<file path="config.mk">
export PLATFORM = sky130hd
export DESIGN_NAME = nibble_serial_adder
export DESIGN_NICKNAME = d
export VERILOG_FILES = /design/src/rtl/nibble_serial_adder.sv
export SDC_FILE = /design/constraint.sdc
export NUM_CORES = 1
export LEC_CHECK = 0
export CAP_MARGIN = 25
export CORE_ASPECT_RATIO = 0.75
export CORE_MARGIN = 5
export CORE_UTILIZATION = 45
export CTS_BUF_LIST = sky130_fd_sc_hd__clkbuf_4 sky130_fd_sc_hd__clkbuf_8 sky130_fd_sc_hd__clkbuf_16
export CTS_CLUSTER_DIAMETER = 100
export CTS_CLUSTER_SIZE = 30
export DETAILED_ROUTE_END_ITERATION = 16
export GPL_ROUTABILITY_DRIVEN = 1
export GPL_TIMING_DRIVEN = 0
export PLACE_DENSITY_LB_ADDON = 0.08
export SYNTH_ARGS = -nofsm -noshare
export SYNTH_HDL_FRONTEND = slang
export SYNTH_SLANG_ARGS = --single-unit
</file>
<file path="constraint.sdc">
create_clock -name CP -period 3.6 [get_ports CP]
set_input_delay 0.36 -clock CP [delete_from_list [all_inputs] [get_ports CP]]
set_output_delay 0.36 -clock CP [all_outputs]
set_load 0.01 [all_outputs]
</file>
<file path="src/rtl/nibble_serial_adder.sv">
// Wide adder built from one 4-bit x74283 slice, stepped one nibble per clock, LSB first.
// Define NIBBLE_SUB_EN to add the `sub` port, which selects A-B instead of A+B+cin.

module x74283 (
    input  logic [3:0] A,
    input  logic [3:0] B,
    input  logic       C_1,
    output logic [3:0] S,
    output logic       C4
);
    assign {C4, S} = {1'b0, A} + {1'b0, B} + {4'b0000, C_1};
endmodule

module nibble_serial_adder #(
    parameter int NIBBLES = 4,
    localparam int W = 4 * NIBBLES
) (
    input  logic         CP,
    input  logic         CR,
    input  logic         in_valid,
    output logic         in_ready,
    input  logic [W-1:0] A,
    input  logic [W-1:0] B,
    input  logic         cin,
`ifdef NIBBLE_SUB_EN
    input  logic         sub,
`endif
    output logic         out_valid,
    input  logic         out_ready,
    output logic [W-1:0] S,
    output logic         CO,
    output logic         OVF
);
    localparam int IW = (NIBBLES > 1) ? $clog2(NIBBLES) : 1;
    localparam logic [IW-1:0] LAST = IW'(NIBBLES - 1);

    typedef enum logic [1:0] {IDLE, RUN, DONE} state_t;

    state_t         state_q, state_d;
    logic [IW-1:0]  idx_q, idx_d;
    logic           carry_q, carry_d;
    logic [W-1:0]   opa_q, opa_d;
    logic [W-1:0]   opb_q, opb_d;
    logic [W-1:0]   s_q, s_d;
    logic           co_q, co_d;
    logic           ovf_q, ovf_d;

    logic [3:0]     slice_a, slice_b, slice_s;
    logic           slice_co;

    assign slice_a = opa_q[4*idx_q +: 4];
    assign slice_b = opb_q[4*idx_q +: 4];

    x74283 u_slice (
        .A   (slice_a),
        .B   (slice_b),
        .C_1 (carry_q),
        .S   (slice_s),
        .C4  (slice_co)
    );

    always_comb begin
        state_d = state_q;
        idx_d   = idx_q;
        carry_d = carry_q;
        opa_d   = opa_q;
        opb_d   = opb_q;
        s_d     = s_q;
        co_d    = co_q;
        ovf_d   = ovf_q;
        case (state_q)
            IDLE: begin
                if (in_valid) begin
                    opa_d   = A;
                    // opB holds the effective addend, so OVF can use it directly
`ifdef NIBBLE_SUB_EN
                    if (sub) begin
                        opb_d   = ~B;
                        carry_d = 1'b1;
                    end else begin
                        opb_d   = B;
                        carry_d = cin;
                    end
`else
                    opb_d   = B;
                    carry_d = cin;
`endif
                    idx_d   = '0;
                    state_d = RUN;
                end
            end
            RUN: begin
                s_d[4*idx_q +: 4] = slice_s;
                carry_d = slice_co;
                if (idx_q == LAST) begin
                    co_d    = slice_co;
                    ovf_d   = (opa_q[W-1] == opb_q[W-1]) && (slice_s[3] != opa_q[W-1]);
                    state_d = DONE;
                end else begin
                    idx_d = idx_q + 1'b1;
                end
            end
            DONE: begin
                if (out_ready) state_d = IDLE;
            end
            default: state_d = IDLE;
        endcase
    end

    always_ff @(posedge CP or negedge CR) begin
        if (!CR) begin
            state_q <= IDLE;
            idx_q   <= '0;
            carry_q <= 1'b0;
            opa_q   <= '0;
            opb_q   <= '0;
            s_q     <= '0;
            co_q    <= 1'b0;
            ovf_q   <= 1'b0;
        end else begin
            state_q <= state_d;
            idx_q   <= idx_d;
            carry_q <= carry_d;
            opa_q   <= opa_d;
            opb_q   <= opb_d;
            s_q     <= s_d;
            co_q    <= co_d;
            ovf_q   <= ovf_d;
        end
    end

    assign in_ready  = (state_q == IDLE);
    assign out_valid = (state_q == DONE);
    assign S         = s_q;
    assign CO        = co_q;
    assign OVF       = ovf_q;

endmodule
</file>
==> results of run 1 <==
## registers in the layout (all words and copies together) (netlist names)
| register | cells |
|---|---|
| CO | 1 |
| OVF | 1 |
| S | 16 |
| carry_q | 1 |
| idx_q | 2 |
| opa_q | 16 |
| opb_q | 16 |
| state_q | 2 |
## cell usage after synthesis, types with 2 or more instances
library cell   n  area (um2)
fa_1           2        40.0
nand2b_1       2        12.5
nand2_1       11        41.3
nand3_1        2        10.0
a21o_1         2        15.0
a22o_1        15         131
nand2_2        3        18.8
a21oi_1        3        15.0
o31ai_1        3        22.5
mux2_2        33         372
inv_1          4        15.0
xnor2_1        2        17.5
nor2_1        10        37.5
dfrtp_1       55        1380
ha_1           9         113
buf_4          4        30.0
mux4_2         8         180
## power by group
part / internal (mW) / switching (mW) / leakage [nW] / total (mW)
sequential: 0.898 / 0.174 / 0.682 / 1.07
combinational: 0.901 / 0.923 / 0.668 / 1.82
clock: 0.286 / 0.197 / 0.0688 / 0.483
## worst register-to-register path, cell delays in order (launching register included)
cell	delay, ns
dfrtp_1	0.48
buf_2	0.35
mux4_2	0.59
fa_1	0.45
a21o_1	0.20
a21oi_1	0.28
xnor2_1	0.25
a22o_1	0.26
## cell type report
| type | instances | area [um2] | area share, % |
|---|---|---|---|
| sequential | 55 | 1380 | 41.1 |
| buffer | 6 | 38.8 | 1.16 |
| clock buffer | 6 | 76.3 | 2.28 |
| tap | 75 | 93.8 | 2.80 |
| timing repair buffer | 57 | 576 | 17.2 |
| inverter | 4 | 15.0 | 0.448 |
| clock inverter | 2 | 60.1 | 1.79 |
| multi-input combinational | 117 | 1120 | 33.3 |
## final timing paths
check	endpoint	slack (ns)	cells after the start
max reg2reg	S[7]$_DFFE_PN0P_	0.64	7
max	S[7]$_DFFE_PN0P_	0.64	7
min	opb_q[5]$_DFFE_PN0P_	0.09	1
max in group asynchronous	S[11]$_DFFE_PN0P_	2.94	2
min in group CP	S[2]$_DFFE_PN0P_	0.50	2
min reg2reg	S[2]$_DFFE_PN0P_	0.50	2
## logic make-up after synthesis
| family | count (synthesis) | share of synthesized area, % |
|---|---|---|
| flip-flops | 55 | 54.1 |
| multiplexers | 41 | 21.7 |
| AND/OR/NAND/NOR | 34 | 6.44 |
| AO/OA/AOI/OAI | 28 | 8.70 |
| adder cells (fa/ha/maj) | 11 | 6.00 |
| buffers and inverters | 10 | 2.11 |
| XOR/XNOR | 3 | 1.03 |
## layer usage
metal / vias to the layer above / track usage (%)
li1: 793 / -
met1: 863 / 21.9
met2: 41 / 24.5
met3: 5 / 4.26
met4: 0 / 4.67
met5: - / 0
==> flow_summary_export.csv, run 1 <==
group,metric,value,unit
global_route,grtUsageTotal,15.7,%
global_route,grt_pass1_vias,1776,
cts,cts-resized-gates,0,
detailed_routing,first_pass_iters,4,
setup_path,critPathBufInv,1,
detailed_routing,routed_wirelength,5.35,mm
detailed_routing,dr_wl_met2,2.39,mm
detailed_routing,met1_length,2.65,mm
floorplanning,io_pins,57,
sta,hold_viol_final,0,
setup_path,cpPeakStageDelay,0.58,ns
sta,rsz0062_at_grt,"no",
outcome,status,"complete, no violations",
detailed_routing,num_vias,1702,
place,dpl_cell_area,3220,um2
synth,syn-instance-count,182,
detailed_routing,top_layer,"met4",
synth,netlist_area,2550,um2
sta,slew_violations,0,
sta,setup_viol,0,
synth,synth_edf_count,0,
floorplanning,start_util,47.1,%
synth,ys_ff_latch,55,
sta,post-route-min-period,2.96,ns
floorplanning,die_x,96.9,um
global_route,gr-total-overflow,0,
setup_path,crit_start,"idx_q[0]$_DFFE_PN0P_",
detailed_routing,wl_per_cell,16.6,um
power_and_ir_drop,finalPower,3.38,mW
floorplanning,row_count,23,
cts,ctsHoldBuffers,0,
setup_path,worstPathArrival,3.16,ns
cts,numCtsBuffers,5,
cts,htreeDepth,2,
layout,final_cell_area,3350,um2
synth,syn_nets,230,
setup_path,critPathMaxFanout,10,
sta,worst_pin_slew,0.693,ns
setup_path,cp_cell_sequence,"buf_2, mux4_2, fa_1, a21o_1, a21oi_1, xnor2_1, a22o_1",
synth,ys_async_sr_fraction,100,%
layout,drive_gt1_share,24.7,%
global_route,grt_pass1_wl,8.94,mm
cts,clk_pin_slew_worst_paths,0.10,ns
cts,cts_root_buffer,"clkbuf_8",
layout,final_net_count,294,
setup_path,critPathTopFamily,"compound AO/OA/AOI/OAI gates",
hold_path,hold_path_class,"input port to asynchronous set/reset pin",
detailed_routing,viasPerCell,5.29,
cts,clk_latency,0.31,ns
layout,nFillCells,467,
sta,relSlewSlack,53.8,%
cts,clock-sinks,55,
synth,synth_cell_types,31,
sta,max_freq,338,MHz
setup_path,r2r_start,"idx_q[0]$_DFFE_PN0P_",
sta,hold_slack,0.0854,ns
synth,yosys_warnings,0,
global_route,antenna_found_initial,0,
global_route,grt_max_degree,31,
setup_path,path_class,"flop to flop",
power_and_ir_drop,ir_drop,0.000431,V
sta,skew,0.0134,ns
floorplanning,coreArea,5410,um2
power_and_ir_drop,p_leak,1.42,nW
cts,cts_tree,"built",
power_and_ir_drop,power.density,1010,nW/um2
layout,synthToLayoutAreaGrowth,31.6,%
detailed_routing,dr_wl_met3,263,um
synth,yosysSeqAreaShare,54.1,%
setup_path,required,3.80,ns
detailed_routing,drt_iter0_markers,45,
synth,synth_area_per_cell,14.0,um2
synth,synth_flop_cell,"dfrtp_1",
layout,utilization,62.0,%
floorplanning,die_h,75.1,um
place,pre_cts_slack,0.582,ns
detailed_routing,ant_nets,0,
detailed_routing,remaining_drc_errors,0,
layout,mostFrequentLayoutCells,"dfrtp_1, clkdlybuf4s50_1, mux2_2",
layout,n_antenna_cell,0,
place,gp_congestion,0.791,
cts,cts_setup_buffers,0,
setup_path,critPathSlowestCell,"mux4_2",
sta,timing.final.crit_share,82.3,%
layout,fin_cells,322,
setup_path,startpoint_type,"flop",
place,dp_hpwl,4.05,mm
place,io_buffers,56,
place,dp.cells,314,
setup_path,endpoint_kind,"flop",
run,drv_cap,0,
floorplanning,dieArea,7280,um2
sta,setup-tns-final,0,ns
sta,fin_ws,0.638,ns
cts,clk_path_buf_depth,2,
Note: power is estimated with default switching activity, not from simulation.
==> run 2, diff against run 1 <==
- clock period: 3.6 -> 2.9 ns (I/O delays scaled with it)
==> run 2 against run 1 <==
Effect of this change: via count fell by 0.53%; clock power rose by 24%; non-clock buffer count did not move; clock-buffer cell count did not move; clock skew fell by 0.0015 ns; cell count did not move; global-route usage did not move; utilization rose by 0.23 points; critical path type unchanged; largest cell class unchanged; highest routed layer unchanged.
==> flow_summary_export.csv, run 2 (synthesized netlist as in run 1, its figures left out) <==
group,metric,value,unit
outcome,status,"complete, no violations",
global_route,grt_pass1_vias,1776,
floorplanning,die_h,75.1,um
cts,numCtsBuffers,5,
power_and_ir_drop,swShare,38.2,%
sta,relSlewSlack,53.9,%
sta,hold_viol_final,0,
detailed_routing,num_vias,1693,
floorplanning,dieArea,7280,um2
setup_path,worstPathArrival,2.94,ns
cts,clk_path_buf_depth,2,
setup_path,r2r-end,"S[7]$_DFFE_PN0P_",
layout,fin_cells,322,
global_route,gr-usage-met1,21.9,%
power_and_ir_drop,ir_drop,0.000556,V
hold_path,hold_path_class,"input port to asynchronous set/reset pin",
place,gp_congestion,0.791,
place,dp_hpwl,4.05,mm
power_and_ir_drop,p_seq_share,31.6,%
cts,htreeDepth,2,
sta,slew_violations,0,
detailed_routing,first_pass_iters,4,
power_and_ir_drop,p_sw,1.62,mW
place,dpl_cell_area,3220,um2
floorplanning,die_x,96.9,um
power_and_ir_drop,clkPwrFrac,14.2,%
cts,clk_pin_slew_worst_paths,0.10,ns
setup_path,required,3.10,ns
layout,final_cell_area,3360,um2
layout,n_antenna_cell,0,
setup_path,path_class,"flop to flop",
setup_path,cp_cell_sequence,"buf_6, mux4_2, fa_1, a21o_1, a21oi_1, xnor2_1, a22o_1",
power_and_ir_drop,finalPower,4.23,mW
setup_path,r2r_cells,7,
setup_path,r2r_setup_slack,0.16,ns
floorplanning,io_pins,57,
run,drv_cap,0,
layout,mostFrequentLayoutCells,"clkdlybuf4s50_1, dfrtp_1, mux2_2",
detailed_routing,viasPerCell,5.26,
global_route,grtUsageMet3,4.26,%
sta,hold_slack,0.0138,ns
detailed_routing,remaining_drc_errors,0,
global_route,use_met2,24.5,%
global_route,antenna_found_initial,0,
setup_path,critPathSlowestCell,"mux4_2",
detailed_routing,drt_iter0_markers,46,
sta,skew,0.0119,ns
sta,worst_pin_slew,0.691,ns
setup_path,r2r_start,"idx_q[0]$_DFFE_PN0P_",
layout,drive_gt1_share,25.9,%
global_route,gr-total-overflow,0,
setup_path,startpoint_type,"flop",
power_and_ir_drop,p_int,2.61,mW
layout,final_common_cell,"clkdlybuf4s50_1",
sta,timing.final.crit_share,94.3,%
setup_path,endpoint_kind,"flop",
setup_path,cpPeakStageDelay,0.55,ns
sta,fin_ws,0.164,ns
layout,utilization,62.2,%
layout,final_net_count,294,
layout,synthToLayoutAreaGrowth,32.1,%
global_route,grt_pass1_wl,8.94,mm
sta,rsz0062_at_grt,"no",
cts,clock-sinks,55,
sta,setup-tns-final,0,ns
cts,cts_setup_buffers,0,
cts,clk_latency,0.31,ns
power_and_ir_drop,power.density,1260,nW/um2
sta,setup_viol,0,
power_and_ir_drop,p_leak,1.42,nW
setup_path,critPathTopFamily,"compound AO/OA/AOI/OAI gates",
sta,post-route-min-period,2.74,ns
setup_path,critPathMaxFanout,10,
power_and_ir_drop,power_frac_comb,54.2,%
sta,max_freq,366,MHz
detailed_routing,ant_nets,0,
cts,cts_root_buffer,"clkbuf_8",
global_route,grt_max_degree,31,
place,dp.cells,314,
cts,cts_tree,"built",
floorplanning,coreArea,5410,um2
global_route,grt_busiest_layer,"met2",
detailed_routing,wl_per_cell,16.7,um
place,io_buffers,56,
place,pre_cts_slack,-0.118,ns
setup_path,critPathBufInv,1,
detailed_routing,routed_wirelength,5.37,mm
floorplanning,start_util,47.1,%
global_route,grtUsageTotal,15.7,%
floorplanning,row_count,23,
[run 2: cell counts in the layout (fill, tap and decap cells not counted)]
Identical to the previous run, type by type.
[run 2: worst max path at each step]
| stage | start | endpoint | slack, ns | cells past startpoint |
|---|---|---|---|---|
| after floorplan | idx_q[0]$_DFFE_PN0P_ | CO$_DFFE_PN0P_ | 0.25 | 7 |
| after global placement | CR | S[5]$_DFFE_PN0P_ | -0.16 | 1 |
| after detailed placement | idx_q[0]$_DFFE_PN0P_ | CO$_DFFE_PN0P_ | -0.12 | 7 |
| after CTS | idx_q[0]$_DFFE_PN0P_ | CO$_DFFE_PN0P_ | 0.04 | 7 |
| after global routing | idx_q[0]$_DFFE_PN0P_ | S[3]$_DFFE_PN0P_ | 0.02 | 7 |
| final | idx_q[0]$_DFFE_PN0P_ | S[7]$_DFFE_PN0P_ | 0.16 | 7 |
[run 2: area by class of cell]
class,instances,area (um2)
clock inverters,2,60.1
plain buffers,6,46.3
fillers,461,2050
flip-flops and latches,55,1380
repair buffers,57,576
clock buffers,6,76.3
well taps,75,93.8
multi-input cells,117,1120
inverters,4,15.0
[run 2: power by group through the flow]
stage | Sequential, mW | Clock, mW | Combinational [mW]
global route | 1.38 | 0.635 | 2.53
detailed placement | 1.35 | 0 | 2.28
floorplan | 1.33 | 0 | 1.54
CTS | 1.34 | 0.612 | 2.30
global placement | 1.34 | 0 | 2.22
finish | 1.33 | 0.600 | 2.29
[run 2: routing by layer]
metal  routed length, um  up-vias
met5                   0        -
met2                2420       39
met1                2640      859
met3                 254        5
met4                  52        0
li1                    -      790
[run 2: repair_timing]
item / CTS / global route
hold buffers: 0 / 0
endpoints found under the setup margin: 7 / 6
pin swaps: 0 / 0
gates resized for setup: 3 / 2
endpoints found under the hold margin: 0 / 0
